## src/rtl/rtc_pkg.sv

```systemverilog
// Shared RTC definitions: ID register address map, PrimeCell ID bytes and the
// APB phase-tracker state encoding.
package rtc_pkg;

    localparam logic [11:0] IdBaseAddr = 12'hFE0;

    localparam logic [2:0] IdxPeriph0 = 3'd0;
    localparam logic [2:0] IdxPeriph1 = 3'd1;
    localparam logic [2:0] IdxPeriph2 = 3'd2;
    localparam logic [2:0] IdxPeriph3 = 3'd3;
    localparam logic [2:0] IdxCell0   = 3'd4;
    localparam logic [2:0] IdxCell1   = 3'd5;
    localparam logic [2:0] IdxCell2   = 3'd6;
    localparam logic [2:0] IdxCell3   = 3'd7;

    localparam logic [7:0] PCellId0 = 8'h0D;
    localparam logic [7:0] PCellId1 = 8'hF0;
    localparam logic [7:0] PCellId2 = 8'h05;
    localparam logic [7:0] PCellId3 = 8'hB1;

    typedef enum logic [1:0] {
        StIdle,
        StSetup,
        StAccess
    } apb_state_e;

    // PADDR is a word address, so the 0xFE0-0xFFC block is word bits [9:3] == 7'h7F.
    function automatic logic id_addr_hit(logic [9:0] paddr);
        return paddr[9:3] == IdBaseAddr[11:5];
    endfunction

endpackage

```

## src/rtl/rtc_id_regs_if.sv

```systemverilog
// APB slave-side bundle for the RTC ID register bank; signal names follow the
// RTC top-level read-data mux.
interface rtc_id_regs_if;

    logic       PSEL;
    logic       PENABLE;
    logic       PWRITE;
    logic [9:0] PADDR;
    logic [7:0] PRDATA_ID;
    logic       ID_HIT;
    logic       PREADY_ID;
    logic       PSLVERR_ID;

    modport master (
        output PSEL, PENABLE, PWRITE, PADDR,
        input  PRDATA_ID, ID_HIT, PREADY_ID, PSLVERR_ID
    );

    modport slave (
        input  PSEL, PENABLE, PWRITE, PADDR,
        output PRDATA_ID, ID_HIT, PREADY_ID, PSLVERR_ID
    );

endinterface

```

## src/rtl/rtc_apb_fsm.sv

```systemverilog
// Reusable APB phase tracker: flags the setup-phase and access-phase edges and
// an access phase seen without a preceding setup.
module rtc_apb_fsm
    import rtc_pkg::*;
(
    input  logic       clk_i,
    input  logic       rst_i,
    input  logic       psel_i,
    input  logic       penable_i,
    output logic       setup_pulse_o,
    output logic       access_pulse_o,
    output logic       violation_o,
    output apb_state_e state_o
);

    apb_state_e state_q, state_d;

    always_comb begin
        state_d        = state_q;
        setup_pulse_o  = 1'b0;
        access_pulse_o = 1'b0;
        violation_o    = 1'b0;
        unique case (state_q)
            StIdle: begin
                if (psel_i && !penable_i) begin
                    state_d       = StSetup;
                    setup_pulse_o = 1'b1;
                end else if (psel_i && penable_i) begin
                    violation_o = 1'b1;
                end
            end
            StSetup: begin
                if (psel_i && penable_i) begin
                    state_d        = StAccess;
                    access_pulse_o = 1'b1;
                end else if (!psel_i) begin
                    state_d = StIdle;
                end else begin
                    // Setup held another cycle: re-sample the (possibly new) address.
                    setup_pulse_o = 1'b1;
                end
            end
            StAccess: begin
                if (psel_i && !penable_i) begin
                    state_d       = StSetup;
                    setup_pulse_o = 1'b1;
                end else begin
                    state_d = StIdle;
                end
            end
            default: state_d = StIdle;
        endcase
    end

    always_ff @(posedge clk_i) begin
        if (rst_i) begin
            state_q <= StIdle;
        end else begin
            state_q <= state_d;
        end
    end

    assign state_o = state_q;

endmodule

```

## src/rtl/rtc_id_regs.sv

```systemverilog
// RTC read-only PeriphID/PCellID bank at 0xFE0-0xFFC with one-shot capture of
// the revision tie-off into PeriphID2[4].
module rtc_id_regs
    import rtc_pkg::*;
#(
    parameter logic [11:0] PART_NUM  = 12'h031,
    parameter logic [7:0]  DESIGNER  = 8'h41,
    parameter logic [2:0]  REV_UPPER = 3'b000,
    parameter logic [7:0]  CONFIG    = 8'h00,
    parameter bit          ERR_EN    = 1'b1
) (
    input  logic          PCLK,
    input  logic          PRESET,
    input  logic          Revision,
    rtc_id_regs_if.slave  apb,
    output logic          RevisionQ
);

    logic       setup_pulse, access_pulse, violation;
    apb_state_e fsm_state;

    rtc_apb_fsm u_apb_fsm (
        .clk_i          (PCLK),
        .rst_i          (PRESET),
        .psel_i         (apb.PSEL),
        .penable_i      (apb.PENABLE),
        .setup_pulse_o  (setup_pulse),
        .access_pulse_o (access_pulse),
        .violation_o    (violation),
        .state_o        (fsm_state)
    );

    // Outputs clear on every non-setup edge, so the access pulse and state are not needed here.
    logic unused_fsm;
    assign unused_fsm = access_pulse ^ (^fsm_state);

    logic       capture_done_q, revision_q, revision_d;
    logic [7:0] prdata_q, prdata_d;
    logic       hit_q, hit_d, pready_q, pready_d, pslverr_q, pslverr_d;
    logic [7:0] id_byte;
    logic       addr_hit;

    // Decode sees the next-state revision so a read on the capture edge gets the new bit.
    assign revision_d = capture_done_q ? revision_q : Revision;
    assign addr_hit   = id_addr_hit(apb.PADDR);

    always_comb begin
        id_byte = '0;
        unique case (apb.PADDR[2:0])
            IdxPeriph0: id_byte = PART_NUM[7:0];
            IdxPeriph1: id_byte = {DESIGNER[3:0], PART_NUM[11:8]};
            IdxPeriph2: id_byte = {REV_UPPER, revision_d, DESIGNER[7:4]};
            IdxPeriph3: id_byte = CONFIG;
            IdxCell0:   id_byte = PCellId0;
            IdxCell1:   id_byte = PCellId1;
            IdxCell2:   id_byte = PCellId2;
            IdxCell3:   id_byte = PCellId3;
            default:    id_byte = '0;
        endcase
    end

    always_comb begin
        prdata_d  = '0;
        hit_d     = 1'b0;
        pready_d  = 1'b0;
        pslverr_d = 1'b0;
        if (violation) begin
            pready_d = 1'b1;
        end else if (setup_pulse && addr_hit) begin
            hit_d    = 1'b1;
            pready_d = 1'b1;
            if (apb.PWRITE) begin
                pslverr_d = ERR_EN;
            end else begin
                prdata_d = id_byte;
            end
        end
    end

    always_ff @(posedge PCLK) begin
        if (PRESET) begin
            capture_done_q <= 1'b0;
            revision_q     <= 1'b0;
            prdata_q       <= '0;
            hit_q          <= 1'b0;
            pready_q       <= 1'b0;
            pslverr_q      <= 1'b0;
        end else begin
            capture_done_q <= 1'b1;
            revision_q     <= revision_d;
            prdata_q       <= prdata_d;
            hit_q          <= hit_d;
            pready_q       <= pready_d;
            pslverr_q      <= pslverr_d;
        end
    end

    assign apb.PRDATA_ID  = prdata_q;
    assign apb.ID_HIT     = hit_q;
    assign apb.PREADY_ID  = pready_q;
    assign apb.PSLVERR_ID = pslverr_q;
    assign RevisionQ      = revision_q;

endmodule
```

## src/flat_wrapper.sv

```systemverilog
// flat-port wrapper written by rule: the top's interface ports become plain ports
module rtc_id_regs_flat import rtc_pkg::*;
#(
    parameter logic [11:0] PART_NUM  = 12'h031,
    parameter logic [7:0]  DESIGNER  = 8'h41,
    parameter logic [2:0]  REV_UPPER = 3'b000,
    parameter logic [7:0]  CONFIG    = 8'h00,
    parameter bit          ERR_EN    = 1'b1
)
  (PCLK, PRESET, Revision, RevisionQ, apb_PSEL, apb_PENABLE, apb_PWRITE, apb_PADDR, apb_PRDATA_ID, apb_ID_HIT, apb_PREADY_ID, apb_PSLVERR_ID);
  rtc_id_regs_if apb_i ();
  input  logic PCLK;
  input  logic PRESET;
  input  logic Revision;
  output logic RevisionQ;
  input wire logic [$bits(apb_i.PSEL)-1:0] apb_PSEL;
  input wire logic [$bits(apb_i.PENABLE)-1:0] apb_PENABLE;
  input wire logic [$bits(apb_i.PWRITE)-1:0] apb_PWRITE;
  input wire logic [$bits(apb_i.PADDR)-1:0] apb_PADDR;
  output wire logic [$bits(apb_i.PRDATA_ID)-1:0] apb_PRDATA_ID;
  output wire logic [$bits(apb_i.ID_HIT)-1:0] apb_ID_HIT;
  output wire logic [$bits(apb_i.PREADY_ID)-1:0] apb_PREADY_ID;
  output wire logic [$bits(apb_i.PSLVERR_ID)-1:0] apb_PSLVERR_ID;
  assign apb_i.PSEL = apb_PSEL;
  assign apb_i.PENABLE = apb_PENABLE;
  assign apb_i.PWRITE = apb_PWRITE;
  assign apb_i.PADDR = apb_PADDR;
  assign apb_PRDATA_ID = apb_i.PRDATA_ID;
  assign apb_ID_HIT = apb_i.ID_HIT;
  assign apb_PREADY_ID = apb_i.PREADY_ID;
  assign apb_PSLVERR_ID = apb_i.PSLVERR_ID;
  rtc_id_regs #(.PART_NUM(PART_NUM), .DESIGNER(DESIGNER), .REV_UPPER(REV_UPPER), .CONFIG(CONFIG), .ERR_EN(ERR_EN)) u_core (.PCLK(PCLK), .PRESET(PRESET), .Revision(Revision), .apb(apb_i), .RevisionQ(RevisionQ));
endmodule
```

## config.mk

```make
export PLATFORM = sky130hd
export DESIGN_NAME = rtc_id_regs_flat
export DESIGN_NICKNAME = d
export VERILOG_FILES = /design/src/rtl/rtc_pkg.sv /design/src/rtl/rtc_id_regs_if.sv /design/src/rtl/rtc_apb_fsm.sv /design/src/rtl/rtc_id_regs.sv /design/src/flat_wrapper.sv
export SDC_FILE = /design/constraint.sdc
export NUM_CORES = 1
export LEC_CHECK = 0
export CAP_MARGIN = 10
export CORE_AREA = 2 2 39 41
export DETAILED_ROUTE_END_ITERATION = 7
export DIE_AREA = 0 0 41 43
export DONT_BUFFER_PORTS = 1
export SYNTH_ARGS = -nofsm -noshare
export SYNTH_HDL_FRONTEND = slang
export SYNTH_HIERARCHICAL = 1
export SYNTH_SLANG_ARGS = --single-unit
```

## constraint.sdc

```tcl
create_clock -name PCLK -period 3.7 [get_ports PCLK]
set_clock_uncertainty 0.2 [all_clocks]
set_input_delay 0.74 -clock PCLK [delete_from_list [all_inputs] [get_ports PCLK]]
set_output_delay 0.74 -clock PCLK [all_outputs]
set_load 0.05 [all_outputs]
```

==> results.yml, run 1 <==
placement:
  io_buffer_count: 0
  hpwl_um: 623
  dp_cells: 64
  place_congestion: 0.639
grt:
  grt_pass1_wl_um: 1320
  grt_pass1_vias: 333
  grt.total_usage_pct: 11.6
  antenna_found_initial: 0
  grt.overflow.total: 0
  grt_start_max_net_pins: 9
pwr:
  p_seq_share_pct: 63.0
  powerDensity_nw_per_um2: 462
  switching_power_uw: 55.4
  swShare_pct: 22.0
  power_frac_comb_pct: 5.0
  cell_internal_pwr_uw: 196
  p_clk_share_pct: 32.0
  peakVddDrop_mv: 0.215
  p_leak_nw: 0.193
cts:
  cts_max_path_buffers: 2
  htree_levels: 1
  root_buffer: "clkbuf_4"
  cts_buffers: 3
  cts_tree: "built"
  clk_pin_slew_ns: 0.07
  postCtsHoldBufs: 0
  clk_latency_ns: 0.27
  postCtsResizedCells: 0
  cts.sinks: 14
  cts_setup_buffers: 0
flow_run:
  maxCapViolations: 0
layout:
  fillerInstances: 143
  seq_area_um2: 280
  drive_above_1_share_pct: 19.6
  n_antenna_cell: 0
  area_growth_pct: 6.90
  multi_input_area_um2: 205
  fin_cells: 67
  nNetsFinal: 69
drt:
  drc: 0
  detail-route-antenna-nets: 0
  num_vias: 354
  vias_per_cell: 5.28
  route.detailed.wl_per_inst_um: 12.4
  drt_iter0_drc: 3
  first_pass_iters: 2
  routed_wl_um: 834
sta:
  finalSetupTns_ns: 0
  finalSetupViolCount: 0
  post-route-period-util_pct: 50.1
  relSlewSlack_pct: 66.2
  worst_pin_slew_ns: 0.507
  maxSlewViolCount: 0
  fin_crit_ns: 1.85
  finalHoldViolCount: 0
  max_freq_mhz: 540
  rsz0062_at_grt: "false"
die:
  die_w_um: 41
  die_y_um: 43
  ios: 28
  start_util_pct: 36.7
  core_area_um2: 1380
  row_count: 14
  dieArea_um2: 1760
yosys:
  syn-num-nets: 65
  synth_warnings: 6
  synth.avg_cell_area_um2: 10.4
  netlist_instances: 49
  synth_area_um2: 508
worst_hold_path:
  hold_class: "flip-flop to flip-flop"
setup_path:
  r2r_setup_slack_ns: 2.00
  cp-start-kind: "flip-flop"
  arrival_ns: 0.91
  cp.required_ns: 2.76
  cp-end-kind: "output pin"
  path_max_fanout: 2
  critPathKind: "flip-flop to output pin"
outcome:
  outcome: "completed"
## power groups by stage
stage | Clock, mW | Sequential [mW] | Combinational [mW]
2_1_floorplan | 0 | 0.161 | 0.0122
3_3_place_gp | 0 | 0.162 | 0.0124
3_5_place_dp | 0 | 0.162 | 0.0126
4_1_cts | 0.0857 | 0.158 | 0.0127
5_1_grt | 0.0934 | 0.159 | 0.0141
6_report | 0.0803 | 0.158 | 0.0127
## registers in the layout, indices dropped and copies added, names as in the netlist
name,flops
u_core/RevisionQ,1
u_core/apb.ID_HIT,1
u_core/apb.PRDATA_ID,7
u_core/apb.PREADY_ID,1
u_core/apb.PSLVERR_ID,1
u_core/capture_done_q,1
u_core/u_apb_fsm/state_o,2
## final timing paths
path,start,end,cells past startpoint
setup / recovery,u_core/RevisionQ$_SDFF_PP0_,RevisionQ,0
hold / removal,u_core/u_apb_fsm/state_o[0]$_SDFFE_PP0P_,u_core/u_apb_fsm/state_o[0]$_SDFFE_PP0P_,1
setup reg to reg,u_core/u_apb_fsm/state_o[1]$_SDFFE_PP0P_,u_core/apb.PRDATA_ID[6]$_SDFF_PP0_,4
hold reg to reg,u_core/u_apb_fsm/state_o[0]$_SDFFE_PP0P_,u_core/u_apb_fsm/state_o[0]$_SDFFE_PP0P_,1
## metrics by stage
stage	setup slack (ns)	hold WS, ns	total power [mW]	cell area, um2	utilization, %
6_report	1.85	0.307	0.251	543	39.2
5_1_grt	1.73	0.296	0.266	543	39.2
4_1_cts	1.83	0.311	0.257	543	39.2
3_5_place_dp	1.60	0.298	0.174	520	37.6
3_3_place_gp	1.60	0.295	0.174	520	37.6
2_1_floorplan	1.67	0.265	0.174	508	-
## placed cells by master, fill, tap and decap left out
cell	count
a2111oi_2	1
a211oi_1	1
a21oi_1	3
a31oi_1	1
clkbuf_4	3
conb_1	1
dfxtp_1	14
inv_1	4
mux2i_1	1
nand2_1	2
nand2b_1	1
nand4_1	2
nor2_1	4
nor3_1	2
nor3_2	1
nor4_1	1
nor4b_1	2
nor4b_2	1
or2_2	2
or3_1	2
or3_4	2
## per-layer routing
metal / wire [um] / GRT usage, % / part of all wire (%) / vias to the layer above
met3: 138 / 11.0 / 17 / 0
met5: 0 / 0 / 0 / -
met2: 361 / 15.9 / 43 / 24
li1: - / - / - / 177
met1: 335 / 13.0 / 40 / 153
met4: 0 / 2.00 / 0 / 0
## area by class of cell
class                   count  share of cell area (%)
clock buffers               3                    4.15
inverters                   4                    2.76
multi-input cells          30                    37.8
flip-flops and latches     14                    51.6
well taps                  16                    3.69
No activity file was read; power rests on OpenSTA's default activity.
==> inputs of run 2 (changes only) <==
==> constraint.sdc (replaced) <==
create_clock -name PCLK -period 1.5 [get_ports PCLK]
set_clock_uncertainty 0.2 [all_clocks]
set_input_delay 0.3 -clock PCLK [delete_from_list [all_inputs] [get_ports PCLK]]
set_output_delay 0.3 -clock PCLK [all_outputs]
set_load 0.05 [all_outputs]
==> run 2 against run 1 <==
The run now ends with negative setup slack left. Power grew to 2.9 times the previous value. Via count grew 19%. Worst setup slack lost 1.9 ns. Core utilization grew 16 points. Largest cell class unchanged. Largest power group unchanged. Highest routed layer unchanged.
==> results.yml, run 2 (same netlist as run 1, synthesis figures left out) <==
sta:
  post-route-period-util_pct: 104
  finalSetupViolCount: 8
  finalHoldViolCount: 0
  finalSetupTns_ns: -0.240
  maxSlewViolCount: 0
  finalWorstSetupSlack_ns: -0.0671
  max_freq_mhz: 638
  fin_crit_ns: 1.57
  rsz0062_at_grt: "true"
layout:
  largest_reg_flops: 7
  fillerInstances: 127
  nNetsFinal: 83
  final_area_um2: 759
  mostFrequentLayoutCells: "12 x dfxtp_1, 7 x dlygate4sd3_1, 6 x buf_4, 4 x inv_1, 4 x nor2_1"
  area_growth_pct: 49.5
  layout_commonest_cell: "dfxtp_1"
  fin_cells: 82
  n_antenna_cell: 0
  seq_area_um2: 288
  multi_input_area_um2: 274
  drive_above_1_share_pct: 42.4
pwr:
  swShare_pct: 22.6
  peakVddDrop_mv: 0.616
  cell_internal_pwr_uw: 560
  powerDensity_nw_per_um2: 953
  p_leak_nw: 0.277
  finalPower_uw: 724
  p_seq_share_pct: 52.8
  p_clk_share_pct: 36.4
  switching_power_uw: 164
  power_frac_comb_pct: 10.8
placement:
  placed_area_um2: 608
  place_congestion: 0.641
  dp_cells: 71
  io_buffer_count: 0
  hpwl_um: 704
setup_path:
  critPathKind: "flip-flop to flip-flop"
  cp-end-kind: "flip-flop"
  r2r_setup_slack_ns: -0.07
  path_max_fanout: 5
  rr_endpoint: "u_core/apb.PRDATA_ID[4]$_SDFF_PP0_"
  arrival_ns: 1.57
  worstRegToRegCells: 4
  cp-start-kind: "flip-flop"
  cp.required_ns: 1.50
  timing.rr.start: "u_core/u_apb_fsm/state_o[1]$_SDFFE_PP0P_"
drt:
  drc: 0
  num_vias: 422
  routed.top_layer: "met3"
  drt-met1-wl_um: 408
  dr_wl_met3_um: 85
  route.detailed.wl_per_inst_um: 13.2
  drt_iter0_drc: 4
  wl_met2_um: 588
  first_pass_iters: 3
  vias_per_cell: 5.15
  routed_wl_um: 1080
  detail-route-antenna-nets: 0
cts:
  cts_buffers: 3
  clk_latency_ns: 0.27
  clk_pin_slew_ns: 0.08
  cts.sinks: 14
  cts_setup_buffers: 0
  cts_max_path_buffers: 2
  root_buffer: "clkbuf_4"
  cts_tree: "built"
  htree_levels: 1
grt:
  grt_pass1_vias: 422
  grt_pass1_wl_um: 1750
  antenna_found_initial: 0
  grt_start_max_net_pins: 9
  grt.overflow.total: 0
  grt.total_usage_pct: 15.1
worst_hold_path:
  hold_class: "primary input to flip-flop"
  hold_path_depth: 2
  whs_endpoint: "u_core/RevisionQ$_SDFF_PP0_"
  min-delay-start: "Revision"
flow_run:
  maxCapViolations: 0
die:
  die_w_um: 41
  ios: 28
  core_area_um2: 1380
  dieArea_um2: 1760
  row_count: 14
  die_y_um: 43
  start_util_pct: 36.7
outcome:
  outcome: "complete, but fails checks"
  violations: "negative setup slack"
run 2: power groups by stage:
stage / logic, mW / registers, mW / clock network (mW)
3_3_place_gp: 0.0514 / 0.392 / 0
5_1_grt: 0.0845 / 0.383 / 0.299
4_1_cts: 0.0758 / 0.383 / 0.272
2_1_floorplan: 0.0344 / 0.397 / 0
3_5_place_dp: 0.0519 / 0.392 / 0
6_report: 0.0780 / 0.382 / 0.264
run 2: final cells by class:
cell class / instances / area share (%)
Sequential cell: 14 / 37.9
Multi-Input combinational cell: 30 / 36.1
Timing Repair Buffer: 14 / 16.6
Clock buffer: 4 / 4.78
Tap cell: 16 / 2.64
Inverter: 4 / 1.98
run 2: worst max-delay path, cell delays in order, from the launching register on:
cell and delay [ns]:
dfxtp_4 0.37, a211oi_2 0.20, nand4_1 0.14, or3_4 0.43, a31oi_1 0.16
run 2: metal layers:
layer	up-vias	GRT usage [%]
li1	209	-
met1	196	16.9
met2	17	22.8
met3	0	5.24
met4	0	10.0
met5	-	0
run 2: worst max path at each step:
stage,start,to,cells past startpoint
2_1_floorplan,u_core/u_apb_fsm/state_o[1]$_SDFFE_PP0P_,u_core/apb.PRDATA_ID[6]$_SDFF_PP0_,4
3_3_place_gp,u_core/u_apb_fsm/state_o[0]$_SDFFE_PP0P_,u_core/apb.PRDATA_ID[2]$_SDFF_PP0_,4
3_5_place_dp,u_core/u_apb_fsm/state_o[0]$_SDFFE_PP0P_,u_core/apb.PRDATA_ID[6]$_SDFF_PP0_,4
4_1_cts,u_core/u_apb_fsm/state_o[1]$_SDFFE_PP0P_,u_core/apb.PRDATA_ID[4]$_SDFF_PP0_,4
5_1_grt,u_core/u_apb_fsm/state_o[1]$_SDFFE_PP0P_,u_core/apb.PRDATA_ID[4]$_SDFF_PP0_,4
6_report,u_core/u_apb_fsm/state_o[1]$_SDFFE_PP0P_,u_core/apb.PRDATA_ID[4]$_SDFF_PP0_,4
run 2: repair_timing:
| item | 4_1_cts | 5_1_grt |
|---|---|---|
| pin swaps | 6 | 4 |
| hold endpoints to repair | 13 | 0 |
| endpoints found under the setup margin | 10 | 10 |
| gates resized for setup | 8 | 1 |
| hold buffers | 7 | 0 |
run 2: metrics by stage:
step	hold WS, ns	setup WS (ns)	util [%]
2_1_floorplan	0.157	-0.0563	-
3_3_place_gp	0.159	-0.0923	43.9
3_5_place_dp	0.160	-0.108	43.9
4_1_cts	0.00731	-0.0989	54.4
5_1_grt	0.00863	-0.135	54.9
6_report	0.0108	-0.0671	54.9
==> inputs of run 3 (changes only) <==
--- a/config.mk
+++ b/config.mk
@@ -6,10 +6,9 @@
 export NUM_CORES = 1
 export LEC_CHECK = 0
 export CAP_MARGIN = 10
-export CORE_AREA = 2 2 39 41
+export CORE_UTILIZATION = 36
 export DETAILED_ROUTE_END_ITERATION = 7
-export DIE_AREA = 0 0 41 43
-export DONT_BUFFER_PORTS = 1
+export PLACE_DENSITY = 0.75
 export SYNTH_ARGS = -nofsm -noshare
 export SYNTH_HDL_FRONTEND = slang
 export SYNTH_HIERARCHICAL = 1
==> constraint.sdc (replaced) <==
create_clock -name PCLK -period 1.51 [get_ports PCLK]
set_clock_uncertainty 0.2 [all_clocks]
set_input_delay 0.302 -clock PCLK [delete_from_list [all_inputs] [get_ports PCLK]]
set_output_delay 0.302 -clock PCLK [all_outputs]
set_load 0.05 [all_outputs]
==> run 3 against run 2 <==
Register-to-register slack worse by 0.02 ns. Count of clock-buffer cells in the layout is the same. The flow still finishes with violations (negative setup slack). Fmax down 2.1%.
==> results.yml, run 3 (same netlist as run 1, synthesis figures left out) <==
outcome:
  outcome: "complete, but fails checks"
  violations: "negative setup slack"
setup_path:
  max_stage_delay_ns: 0.42
  r2r_setup_slack_ns: -0.09
  critPathBufInv: 0
  path_cells: "nor3_4 -> or3_4 -> or3_4 -> a31oi_1"
  cpMaxStageDelayCell: "or3_4"
  path_max_fanout: 5
  arrival_ns: 1.60
  cp-start-kind: "flip-flop"
  path_delay_family: "simple AND/OR/NAND/NOR gates"
  cp.required_ns: 1.51
  cpMostUsedCell: "or3_4"
  cp-end-kind: "flip-flop"
  critPathKind: "flip-flop to flip-flop"
layout:
  area_growth_pct: 115
  drive_above_1_share_pct: 50.0
  fillerInstances: 74
  nNetsFinal: 105
  largest_reg_flops: 7
  final_util_pct: 83.9
  mostFrequentLayoutCells: "12 x dfxtp_1, 11 x clkdlybuf4s50_1, 11 x buf_12, 9 x buf_4"
  layout_commonest_cell: "dfxtp_1"
  final_area_um2: 1090
  fin_cells: 103
  n_antenna_cell: 0
sta:
  holdWs_ns: 0.213
  post-route-period-util_pct: 106
  fin_crit_ns: 1.60
  maxSlewViolCount: 0
  rsz0062_at_grt: "true"
  max_freq_mhz: 625
  finalSetupTns_ns: -0.451
  finalWorstSetupSlack_ns: -0.0901
  finalHoldViolCount: 0
  finalSetupViolCount: 10
flow_run:
  maxCapViolations: 0
cts:
  cts.sinks: 14
  cts_buffers: 3
  cts_max_path_buffers: 2
  postCtsHoldBufs: 0
  clk_pin_slew_ns: 0.08
  cts_setup_buffers: 0
  htree_levels: 1
  root_buffer: "clkbuf_4"
  clk_latency_ns: 0.27
  cts_tree: "built"
placement:
  hpwl_um: 988
  place_congestion: 0.749
  dp_cells: 99
  placed_area_um2: 1000
  io_buffer_count: 26
die:
  die_w_um: 39.6
  core_area_um2: 1300
  ios: 28
  dieArea_um2: 1570
  die_y_um: 39.6
  row_count: 13
  start_util_pct: 39.0
drt:
  first_pass_iters: 2
  drt_iter0_drc: 2
  route.detailed.wl_per_inst_um: 12.7
  drc: 0
  routed_wl_um: 1300
  num_vias: 497
  detail-route-antenna-nets: 0
  vias_per_cell: 4.83
worst_hold_path:
  hold_class: "primary input to flip-flop"
grt:
  grt_pass1_wl_um: 1880
  grt_start_max_net_pins: 9
  antenna_found_initial: 0
  grt.total_usage_pct: 18.0
  grt_pass1_vias: 466
  grt.overflow.total: 0
pwr:
  peakVddDrop_mv: 0.374
  p_leak_nw: 0.426
  powerDensity_nw_per_um2: 708
run 3: cell types whose count changed in the layout (fill, tap and decap cells not counted), sizes merged:
cell	change
clkdlybuf4s50	+11
dlygate4sd3	-7
buf	+14
clkbuf	+1
dlygate4sd2	+2
clkdlybuf4s15	+1
run 3: worst min-delay path: stages:
cell and delay, ns:
clkbuf_2 0.13, nand2_8 0.09, buf_4 0.10, nor4b_2 0.03
run 3: area by class of cell:
cell class / instances / area (um2) / area share, %
timing repair buffer: 36 / 443 / 40.5
multi-input combinational: 30 / 292 / 26.7
sequential: 14 / 288 / 26.3
clock buffer: 4 / 36.3 / 3.32
tap: 15 / 18.8 / 1.72
inverter: 4 / 15.0 / 1.37
run 3: power breakdown:
part	switching, mW	internal (mW)
registers	0.00570	0.372
logic	0.0606	0.0723
clock network	0.117	0.146
total	0.183	0.590
run 3: timing repair:
item,4_1_cts,5_1_grt
resized for setup,12,7
endpoints found under the setup margin,10,10
pin swaps,4,9
run 3: final timing paths:
check                           cells after the start                                  endpoint                                      from
worst min register to register                      1  u_core/u_apb_fsm/state_o[0]$_SDFFE_PP0P_  u_core/u_apb_fsm/state_o[0]$_SDFFE_PP0P_
worst max-delay path                                4        u_core/apb.PRDATA_ID[4]$_SDFF_PP0_  u_core/u_apb_fsm/state_o[1]$_SDFFE_PP0P_
worst max register to register                      4        u_core/apb.PRDATA_ID[4]$_SDFF_PP0_  u_core/u_apb_fsm/state_o[1]$_SDFFE_PP0P_
worst min-delay path                                4  u_core/u_apb_fsm/state_o[1]$_SDFFE_PP0P_                                  apb_PSEL
run 3: per-layer routing:
metal	global-route usage, %	routed length (um)
met4	5.17	0
met3	3.41	67
met1	21.8	532
met2	31.6	702
met5	0	0
run 3: stage by stage:
stage	setup slack, ns	power [mW]
floorplan	-0.0463	0.429
CTS	-0.0708	0.777
finish	-0.0901	0.773
detailed placement	-0.669	0.513
global placement	-0.634	0.510
global route	-0.142	0.807
